[src/rtl/lap_history_buffer.sv]
// Lap history buffer: DEPTH-entry ring of captured BCD times browsed by a LIVE/BROWSE recall FSM.
// q0..q3 are registered (one cycle behind d or behind the lap_idx update); no backpressure, pulses act at once.
module lap_history_buffer #(
  parameter int DEPTH = 8
) (
  input  logic       clk,
  input  logic       rst,
  input  logic       clr,
  input  logic       lap,
  input  logic       recall,
  input  logic [3:0] d0,
  input  logic [3:0] d1,
  input  logic [3:0] d2,
  input  logic [3:0] d3,
  output logic [3:0] q0,
  output logic [3:0] q1,
  output logic [3:0] q2,
  output logic [3:0] q3,
  output logic [3:0] lap_idx,
  output logic [4:0] count,
  output logic       full,
  output logic       empty
);

  localparam int PW = (DEPTH > 1) ? $clog2(DEPTH) : 1;

  typedef enum logic {LIVE, BROWSE} state_t;

  state_t        state, state_nxt;
  logic [PW-1:0] wr_ptr, wr_ptr_nxt;
  logic [4:0]    cnt, cnt_nxt;
  logic [4:0]    idx, idx_nxt;
  logic [15:0]   mem [DEPTH];
  logic [15:0]   live_word;
  logic [15:0]   rd_word;
  logic [15:0]   q_word;
  logic [PW-1:0] rd_addr;

  assign live_word = {d3, d2, d1, d0};
  // idx == DEPTH folds to wr_ptr, i.e. the oldest slot once the ring is full
  assign rd_addr   = wr_ptr - idx[PW-1:0];
  assign rd_word   = mem[rd_addr];

  always_comb begin
    state_nxt  = state;
    wr_ptr_nxt = wr_ptr;
    cnt_nxt    = cnt;
    idx_nxt    = idx;
    if (clr) begin
      state_nxt  = LIVE;
      wr_ptr_nxt = '0;
      cnt_nxt    = '0;
      idx_nxt    = '0;
    end else if (lap) begin
      wr_ptr_nxt = wr_ptr + PW'(1);
      if (cnt != 5'(DEPTH)) cnt_nxt = cnt + 5'd1;
      state_nxt  = LIVE;
      idx_nxt    = '0;
    end else if (recall) begin
      case (state)
        LIVE: begin
          if (cnt != 5'd0) begin
            state_nxt = BROWSE;
            idx_nxt   = 5'd1;
          end
        end
        BROWSE: begin
          if (idx < cnt) begin
            idx_nxt = idx + 5'd1;
          end else begin
            state_nxt = LIVE;
            idx_nxt   = '0;
          end
        end
        default: state_nxt = LIVE;
      endcase
    end
  end

  always_ff @(posedge clk or negedge rst) begin
    if (!rst) begin
      state  <= LIVE;
      wr_ptr <= '0;
      cnt    <= '0;
      idx    <= '0;
    end else begin
      state  <= state_nxt;
      wr_ptr <= wr_ptr_nxt;
      cnt    <= cnt_nxt;
      idx    <= idx_nxt;
    end
  end

  // Display follows the registered state, so a browse step shows up one cycle after lap_idx moves
  always_ff @(posedge clk or negedge rst) begin
    if (!rst) begin
      q_word <= '0;
    end else if (clr) begin
      q_word <= '0;
    end else if (state == BROWSE) begin
      q_word <= rd_word;
    end else begin
      q_word <= live_word;
    end
  end

  always_ff @(posedge clk) begin
    if (rst && !clr && lap) mem[wr_ptr] <= live_word;
  end

  assign {q3, q2, q1, q0} = q_word;
  assign lap_idx          = idx[3:0];
  assign count            = cnt;
  assign full             = (cnt == 5'(DEPTH));
  assign empty            = (cnt == 5'd0);

endmodule

[config.mk]
export PLATFORM = sky130hd
export DESIGN_NAME = lap_history_buffer
export DESIGN_NICKNAME = d
export VERILOG_FILES = /design/src/rtl/lap_history_buffer.sv
export SDC_FILE = /design/constraint.sdc
export NUM_CORES = 1
export LEC_CHECK = 0
export CORE_UTILIZATION = 58
export CTS_BUF_LIST = sky130_fd_sc_hd__clkbuf_16
export CTS_CLUSTER_DIAMETER = 40
export DETAILED_ROUTE_END_ITERATION = 8
export GPL_ROUTABILITY_DRIVEN = 0
export PLACE_DENSITY_LB_ADDON = 0.05
export SYNTH_ARGS = -nofsm -noshare
export SYNTH_HDL_FRONTEND = slang
export SYNTH_SLANG_ARGS = --single-unit
export TNS_END_PERCENT = 20
[constraint.sdc]
create_clock -name clk -period 2.9 [get_ports clk]
set_input_delay 0.87 -clock clk [delete_from_list [all_inputs] [get_ports clk]]
set_output_delay 0.87 -clock clk [all_outputs]
set_load 0.005 [all_outputs]
==> metrics.txt <==
status finished clean; Worst Max-Slew Pin Slew 0.818 ns; largest net degree at the start of global routing 27; CTS H-tree lvls 4; PortBufs 47; via count 3423; Final ANT Viol Nets 0; clock slew at reported path FFs 0.07 ns; Synthesized Nets 384; worst vdd ir 0.374 mV; die width 107 um; Post-synth EDFFs 128; crit path DAT 1.79 ns; gr ovfl total 0; Initial DRC Count 241; drt total wl 11900 um; cells after synthesis 353; CP Max Fanout 2; max incr delay on CP 0.46 ns; clock sinks 158; die area 11500 um2; core area 10800 um2; Crit Path Category register to primary output; clock buffer depth 2; IO Pins 48; warnings from Yosys 0; worst-skew pair later-pin latency 0.42 ns; Crit. End Element primary output; final hold vios 0; critical path cell sequence inv_2 > ha_1 > or4b_4 > inv_1 > dlygate4sd2_1; final core occ 71.7%; register area share after synthesis 71.4%; antenna diode count 0; final slew viol count 0; pwr dens 665 nW/um2; TritonCTS Buffers 17; Final Skew 0.00992 ns; root buffer cell clkbuf_16; slowest CP cell or4b_4; Rows 38; fmax 376 MHz; MaxCap Viol Count 0; first-pass GRT wire length 18900 um; hold_ws 0.282 ns; most frequent cells after synthesis edfxtp_1 (128), mux4_2 (32), nor2_1 (31); initial antenna violation count 0; Post-Syn Area per Cell 18.2 um2; Final period util 91.7%; Yosys reg bits 158; startpoint class of the critical path register; Total GRT Usage 23.3%; min cycle time layout 2.66 ns; Max-slew headroom 45.5%; routed vias/inst 5.94; Die Span Y 107 um; CTS tree done; ys async rst share 19.0%; endpoints failing setup 0; most frequent cell after synthesis edfxtp_1; RSZ-0062 raised after global routing false; largest cells by area after synthesis edfxtp_1 (60%), dfrtp_1 (12%), mux4_2 (11%); vias in the first global route 3386; synth-to-layout area growth 20.8%; Critical Path RT 2.03 ns; count of cell types in the netlist 43; top-area cell type share of the netlist area 59.7%; Static Leak 2.72 nW; Final Net Count 454; worst hold path type input port to asynchronous set/reset pin; share of layout cells above drive strength 1 23.2%; leading area contributor after synthesis edfxtp_1; number of remaining DRC errors 0; Detailed Place HPWL 7770 um; Top FF cell, synth edfxtp_1; drt pass-1 iters 4; Setup Total Neg Slack 0 ns; Cell Area, Synth 6430 um2; Initial Util 59.4%; Routed WL per cell 20.7 um
==> flip-flops by register name, indices dropped and copies added, names as in the netlist <==
name	flops
state	1
idx	5
q_word	16
mem	128
count	5
wr_ptr	3
==> through the flow <==
| stage | worst slack (ns) | instance area, um2 | instances | total power, mW |
|---|---|---|---|---|
| 3_3_place_gp | 0.291 | 7170 | 541 | 3.06 |
| 5_1_grt | 0.160 | 7770 | 576 | 5.34 |
| 2_1_floorplan | 0.0827 | 6430 | 353 | 2.87 |
| 6_report | 0.242 | 7770 | 576 | 5.17 |
| 4_1_cts | 0.226 | 7770 | 576 | 5.21 |
| 3_5_place_dp | 0.286 | 7170 | 541 | 3.07 |
==> kinds of logic after synthesis <==
| family | Yosys count | synth area share [%] |
|---|---|---|
| compound gates | 35 | 3.79 |
| xor+xnor | 8 | 1.50 |
| fa+ha+maj | 10 | 2.06 |
| buf+inv | 32 | 2.64 |
| flops | 158 | 71.4 |
| mux | 50 | 14.0 |
| simple gates | 60 | 4.61 |
==> area by class of cell <==
cell class / count / area [um2]
timing repair buffer: 72 / 702
sequential: 158 / 4590
fill: 695 / 3070
multi-input combinational: 163 / 1680
clock buffer: 17 / 425
inverter: 11 / 41.3
tap: 140 / 175
clock inverter: 15 / 150
==> final timing paths <==
path	startpoint	endpoint	slack [ns]	depth (start not counted)
setup / recovery	count[0]	empty	0.24	5
hold / removal	rst	wr_ptr[1]	0.28	1
setup reg to reg	wr_ptr[0]	q_word[4]	0.37	8
hold reg to reg	idx[4]	idx[4]	0.58	2
max in group asynchronous	rst	q_word[12]	1.99	2
min in group clk	idx[4]	idx[4]	0.58	2
==> report_power, final <==
group	total (mW)	internal (mW)	switching [mW]	leakage, nW
Sequential	2.51	2.49	0.0213	1.55
Clock	2.15	1.21	0.939	0.283
Combinational	0.503	0.262	0.240	0.883
==> critical path, delay by kind of cell, from the launching register on <==
kind / cells / cell delay [ns]
adders and majority gates: 1 / 0.15
buffers and inverters: 3 / 0.35
DFF: 1 / 0.40
and+or+nand+nor: 1 / 0.46
==> cell usage in the layout, fill, tap and decap left out, types with 2 or more instances in the layout <==
cell type	Yosys	layout
a21o_1	2	2
edfxtp_1	128	128
mux4_2	32	32
nand4_1	2	2
inv_8	0	3
buf_4	6	21
nand2b_1	4	4
nand4b_1	2	2
buf_12	1	4
nand2_1	7	7
mux2i_1	18	18
o21ai_0	5	5
a21oi_1	3	3
nor3_2	0	2
clkdlybuf4s50_1	0	45
xnor2_1	5	5
inv_6	0	6
nor2_1	31	31
ha_1	9	8
nand3_1	3	3
clkbuf_16	0	17
dfrtp_1	30	30
a31oi_1	2	2
a211oi_1	17	17
inv_1	11	10
clkinv_4	0	2
==> layer usage <==
metal / track usage [%] / vias up / routed length [um]
met1: 31.9 / 1782 / 5210
met3: 4.54 / 20 / 532
met5: 0 / - / 0
li1: - / 1530 / -
met2: 37.2 / 91 / 5990
met4: 9.59 / 0 / 216
==> repair_timing <==
action,CTS,global route
resized for setup,2,0
hold buffers,0,0
setup buffers,3,0
endpoints found under the setup margin,1,0
Power figures use the tool's default switching activity.
